`config.mk`:
```
export PLATFORM = sky130hd
export DESIGN_NAME = prefetch_ctrl
export DESIGN_NICKNAME = d
export VERILOG_FILES = /design/src/rtl/prefetch_pkg.sv /design/src/rtl/prefetch_ctrl.sv
export SDC_FILE = /design/constraint.sdc
export NUM_CORES = 1
export LEC_CHECK = 0
export BUFFER_PORTS_ARGS = -buffer_cell sky130_fd_sc_hd__buf_2
export CORE_MARGIN = 4
export CORE_UTILIZATION = 55
export DETAILED_ROUTE_END_ITERATION = 8
export PLACE_DENSITY = 0.86
export SLEW_MARGIN = 5
export SYNTH_ARGS = -nofsm -noshare
export SYNTH_HDL_FRONTEND = slang
export SYNTH_SLANG_ARGS = --single-unit
```
`constraint.sdc`:
```
create_clock -name clk -period 5.9 [get_ports clk]
set_clock_uncertainty 0.2 [all_clocks]
set_input_delay 0.295 -clock clk [delete_from_list [all_inputs] [get_ports clk]]
set_output_delay 0.295 -clock clk [all_outputs]
set_load 0.01 [all_outputs]
```
`src/rtl/prefetch_pkg.sv`:
```
// Shared types and constants for the instruction prefetch controller.
package prefetch_pkg;

    typedef enum logic [1:0] {
        IDLE,
        FETCH,
        FLUSH
    } state_t;

    localparam int unsigned FETCH_STEP = 4;

endpackage

```
`src/rtl/prefetch_ctrl.sv`:
```
// Prefetch request/flush controller feeding an external FIFO.
// Optional stall counter enabled by macro PREFETCH_PERF_EN.
module prefetch_ctrl
    import prefetch_pkg::*;
#(
    parameter int DEPTH           = 4,
    parameter int ADDR_WIDTH      = 32,
    parameter int MAX_OUTSTANDING = 2
) (
    input  logic                     clk,
    input  logic                     reset_n,
    input  logic                     fetch_en,
    input  logic                     branch,
    input  logic [ADDR_WIDTH-1:0]    branch_addr,
    output logic                     instr_req,
    output logic [ADDR_WIDTH-1:0]    instr_addr,
    input  logic                     instr_gnt,
    input  logic                     instr_rvalid,
    input  logic [31:0]              instr_rdata,
    output logic                     fifo_wr_en,
    output logic [31:0]              fifo_wr_data,
    input  logic [$clog2(DEPTH)-1:0] fifo_wcount,
    input  logic                     fifo_full,
    output logic                     fifo_flush
`ifdef PREFETCH_PERF_EN
    ,
    output logic [31:0]              perf_stall_cnt
`endif
);

    localparam int NW = $clog2(MAX_OUTSTANDING + 2);
    localparam int OW = $clog2(DEPTH + 1);
    localparam int CW = $clog2(DEPTH + MAX_OUTSTANDING + 2);

    state_t                state_q, state_n;
    logic [NW-1:0]         out_q, out_n;
    logic [NW-1:0]         disc_q, disc_n;
    logic                  req_q, req_n;
    logic [ADDR_WIDTH-1:0] addr_q, addr_n;
    logic [ADDR_WIDTH-1:0] redir_q, redir_n;
    logic                  rpend_q, rpend_n;

    logic [OW-1:0] occ;
    logic [CW-1:0] occ_n;
    logic          rsp;
    logic          granted;
    logic          credit;
    logic          issue;
    state_t        resume;

    assign occ = fifo_full ? OW'(DEPTH) : OW'(fifo_wcount);

    assign instr_req  = req_q;
    assign instr_addr = addr_q;

    always_comb begin
        // responses with nothing outstanding are stale (e.g. after reset)
        rsp          = instr_rvalid && (out_q != '0);
        granted      = req_q && instr_gnt;
        fifo_flush   = branch;
        fifo_wr_en   = rsp && (state_q != FLUSH) && !branch;
        fifo_wr_data = instr_rdata;

        out_n  = out_q + NW'(granted) - NW'(rsp);
        occ_n  = CW'(occ) + CW'(fifo_wr_en);
        credit = (out_n < NW'(MAX_OUTSTANDING))
              && ((occ_n + CW'(out_n)) < CW'(DEPTH));
        issue  = (state_q == FETCH) && fetch_en && !branch
              && (!req_q || instr_gnt) && credit;
        req_n  = (req_q && !instr_gnt) || issue;

        addr_n  = addr_q;
        redir_n = redir_q;
        rpend_n = rpend_q;
        if (branch && (!req_q || instr_gnt)) begin
            addr_n  = branch_addr;
            rpend_n = 1'b0;
        end else if (branch) begin
            // bus address must hold until the pending request is taken
            redir_n = branch_addr;
            rpend_n = 1'b1;
        end else if (granted) begin
            addr_n  = rpend_q ? redir_q
                              : addr_q + ADDR_WIDTH'(FETCH_STEP);
            rpend_n = 1'b0;
        end

        disc_n = disc_q;
        if (branch) begin
            disc_n = out_q + NW'(req_q) - NW'(rsp);
        end else if (state_q == FLUSH) begin
            disc_n = disc_q - NW'(rsp);
        end

        resume  = fetch_en ? FETCH : IDLE;
        state_n = state_q;
        if (branch || (state_q == FLUSH)) begin
            state_n = (disc_n != '0) ? FLUSH : resume;
        end else begin
            unique case (state_q)
                IDLE: begin
                    if (fetch_en) state_n = FETCH;
                end
                FETCH: begin
                    if (!fetch_en && (out_n == '0) && !req_n)
                        state_n = IDLE;
                end
                default: state_n = IDLE;
            endcase
        end
    end

    always_ff @(posedge clk) begin
        if (!reset_n) begin
            state_q <= IDLE;
            out_q   <= '0;
            disc_q  <= '0;
            req_q   <= 1'b0;
            addr_q  <= '0;
            redir_q <= '0;
            rpend_q <= 1'b0;
        end else begin
            state_q <= state_n;
            out_q   <= out_n;
            disc_q  <= disc_n;
            req_q   <= req_n;
            addr_q  <= addr_n;
            redir_q <= redir_n;
            rpend_q <= rpend_n;
        end
    end

`ifdef PREFETCH_PERF_EN
    logic [31:0] stall_q;
    logic        stall;

    assign stall = (state_q == FETCH) && fetch_en && !branch
                && !(req_q && !instr_gnt) && !credit;

    always_ff @(posedge clk) begin
        if (!reset_n) begin
            stall_q <= '0;
        end else if (stall && (stall_q != '1)) begin
            stall_q <= stall_q + 32'd1;
        end
    end

    assign perf_stall_cnt = stall_q;
`endif

endmodule

```
==> flow_metrics.env <==
export IMPL_critPathMostFrequentCell="nor2_1"
export IMPL_final_critical_path_time_including_i_o_delays_and_setup_ps=3070
export IMPL_post_synth_inst_count=532
export IMPL_cts_resized=0
export IMPL_grt_remaining_overflow=0
export IMPL_vias=4283
export IMPL_worst_hold_path_type="input port to flip-flop"
export IMPL_power_density_cell_area_mw_per_mm2=239
export IMPL_synth_distinct_cells=60
export IMPL_syn_area_per_cell_um2=7.84
export IMPL_pin_count=140
export IMPL_worstPathArrival_ps=3160
export IMPL_first_pass_iters=5
export IMPL_cp_endpoint_kind="flip-flop"
export IMPL_ys_warn_count=0
export IMPL_synth_edf_count=0
export IMPL_dr_first_iter_drc_count=506
export IMPL_detail_route_wl_per_cell_um=18.6
export IMPL_worstSetupPathType="input port to flip-flop"
export IMPL_rsz0062_at_grt="false"
export IMPL_ys_ff_latch=72
export IMPL_die_area_mm2=0.00904
export IMPL_whs_ps=-3.90
export IMPL_antenna_cells_inserted=0
export IMPL_antenna_found_initial=0
export IMPL_holdBufCountCts=5
export IMPL_drive_above_1_share_pct=19.5
export IMPL_critPathMaxStageDelay_ps=1060
export IMPL_dp_hpwl_um=8140
export IMPL_max_cap_violations=0
export IMPL_die_width_um=95.1
export IMPL_layout_worst_path_cycle_share_pct=52.0
export IMPL_clockBufferDepth=2
export IMPL_synthesized_net_count=611
export IMPL_power_ir_vdd_worst_mv=0.131
export IMPL_total_leakage_power_nw=1.78
export IMPL_timing_setup_tns_ps=0
export IMPL_tritoncts_clock_tree="built"
export IMPL_worst_setup_path_start_kind="input port"
export IMPL_clock_sinks=72
export IMPL_start_util_pct=57.2
export IMPL_grt_max_degree=52
export IMPL_hold_viol=2
export IMPL_route_detailed_drc=0
export IMPL_grt_first_pass_wirelength_um=19500
export IMPL_io_buffer_count=75
export IMPL_rows=31
export IMPL_layout_stage_area_growth_over_the_synthesis_result_pct=9.99
export IMPL_drt_vias_per_instance=6.45
export IMPL_fmax_mhz=326
export IMPL_clkLatencyLatePin_ps=350
export IMPL_fp_coreArea_mm2=0.00729
export IMPL_proportion_of_synthesized_chip_area_in_sequential_cells_pct=34.6
export IMPL_timing_final_setup_violations=0
export IMPL_post_cts_repair_setup_buffers=0
export IMPL_final_critical_path_setup_slack_ps=2830
export IMPL_final_max_slew_viol_count=0
export IMPL_final_net_count=640
export IMPL_worst_slew_margin_rel_pct=19.4
export IMPL_failed_checks="negative hold slack"
export IMPL_post_place_cells=644
export IMPL_path_max_fanout=24
export IMPL_cp_cell_sequence="buf_2 > inv_1 > nor2_1 > nor2_1 > a311oi_1 > o221a_2"
export IMPL_run_status="complete, but fails checks"
export IMPL_critical_path_required_ps=5990
export IMPL_floorplan_die_height_um=95.1
export IMPL_number_of_nets_with_antenna_violations_after_routing=0
export IMPL_layout_cells_excl_fill=664
export IMPL_number_of_buffers_created_by_cts=9
export IMPL_ctsHtreeMaxLevel=3
export IMPL_ys_dominant_reg_cell="dfxtp_1"
export IMPL_post_synth_instance_area_mm2=0.00417
export IMPL_crit_slowest_cell="nor2_1"
export IMPL_finalWeightedCongestion=0.906
export IMPL_dpl_worst_slack_ps=2620
export IMPL_worst_slew_pin_slew_ps=1200
export IMPL_first_global_vias=4072
export IMPL_routed_wl_um=12400
export IMPL_track_usage_pct=27.3
export IMPL_root_buffer="clkbuf_8"
export IMPL_ys_async_sr_fraction_pct=0
export IMPL_clk_pin_slew_worst_paths_ps=70
==> stage by stage <==
stage               total power, mW  utilization [%]  hold slack (ps)  area [um^2]
floorplan                     0.648                -              231         4170
finish                         1.10             62.9            -3.90         4590
global route                   1.13             62.9             8.55         4590
detailed placement            0.689             59.4              244         4330
global placement              0.683             59.4              238         4330
CTS                            1.09             62.9            0.237         4590
==> state kept, by name (all words and copies together), names as in the netlist <==
register / cells
rpend_q: 1
state_q: 2
disc_q: 2
instr_addr: 32
redir_q: 32
out_q: 2
instr_req: 1
==> worst paths after layout <==
kind	from	cells after the start	end	slack, ps
max reg2reg	instr_req$_SDFF_PN0_	5	instr_addr[12]$_SDFFE_PN0P_	3010
min reg2reg	redir_q[6]$_SDFFE_PN0P_	2	redir_q[6]$_SDFFE_PN0P_	250
min	branch_addr[1]	3	redir_q[1]$_SDFFE_PN0P_	-4
max	branch	6	instr_addr[12]$_SDFFE_PN0P_	2830
==> cell usage after synthesis (all sizes together) (3+ instances only) <==
library cell / count / area [um^2]
and2: 4 / 25.0
o2111ai: 3 / 26.3
clkbuf: 31 / 118
xnor2: 7 / 61.3
a2111oi: 3 / 32.5
and4: 5 / 45.0
o21ai: 29 / 145
or3: 3 / 18.8
ha: 6 / 75.1
mux2i: 10 / 100
a21oi: 51 / 255
a211oi: 7 / 52.6
nand3b: 3 / 22.5
a31oi: 4 / 25.0
nand3: 11 / 55.1
o22ai: 6 / 37.5
a221oi: 4 / 35.0
inv: 16 / 60.1
a22o: 3 / 26.3
nand2: 87 / 327
o221ai: 11 / 96.3
o31a: 3 / 26.3
a21o: 6 / 45.0
nor3: 8 / 40.0
nor4: 6 / 67.6
o221a: 4 / 45.0
and3: 5 / 31.3
dfxtp: 72 / 1440
nand4: 10 / 77.6
buf: 35 / 256
xor2: 7 / 61.3
nor2: 35 / 131
o2bb2ai: 4 / 35.0
a21boi: 3 / 22.5
o211ai: 3 / 22.5
nor2b: 6 / 37.5
==> cell type report <==
type                    count  area [um^2]
repair buffers             84          455
multi-input cells         377         2300
clock buffers              12          165
well taps                  99          124
fillers                   631         2710
clock inverters             3         40.0
flip-flops and latches     72         1440
inverters                  17         63.8
==> worst max-delay path: cells and delay by family <==
family / cells / cell delay (ps)
AO/OA/AOI/OAI: 2 / 590
buffers and inverters: 2 / 740
AND/OR/NAND/NOR: 2 / 1510
==> per-layer routing <==
metal	track usage [%]	routed length, um	vias to the layer above
li1	-	-	1944
met1	34.5	5040	2012
met2	44.1	5730	278
met3	4.89	1150	49
met4	14.7	438	0
met5	0	0	-
==> cell usage in the layout, fill, tap and decap left out, types with 4 or more instances in the layout <==
master / count
nand2_1: 87
buf_2: 75
dfxtp_1: 72
a21oi_1: 51
nor2_1: 34
o21ai_0: 28
inv_1: 16
clkbuf_8: 12
o221ai_1: 11
nand3_1: 11
mux2i_1: 9
nand4_1: 9
nor3_1: 8
xnor2_1: 7
xor2_1: 7
a211oi_1: 7
nor2b_1: 6
a21o_1: 6
o22ai_1: 6
ha_1: 6
and3_1: 5
dlygate4sd3_1: 5
o221a_2: 4
and4_1: 4
a31oi_1: 4
a221oi_1: 4
nor4_1: 4
and2_1: 4
o2bb2ai_1: 4
buf_4: 4
==> report_power, final <==
part	internal [mW]	total (mW)	switching (mW)
sequential	0.504	0.532	0.0275
clock	0.226	0.411	0.184
combinational	0.0630	0.155	0.0916
==> cell families after synthesis <==
| logic type | after synthesis | synth area share, % |
|---|---|---|
| and+or+nand+nor | 186 | 21.7 |
| xor gates and xnor gates | 14 | 2.94 |
| muxes | 12 | 2.94 |
| AOI/OAI and AO/OA | 159 | 25.5 |
| adders and majority gates | 6 | 1.80 |
| DFF | 72 | 34.6 |
| buffers and inverters | 83 | 10.5 |
No activity file was read; power rests on OpenSTA's default activity.
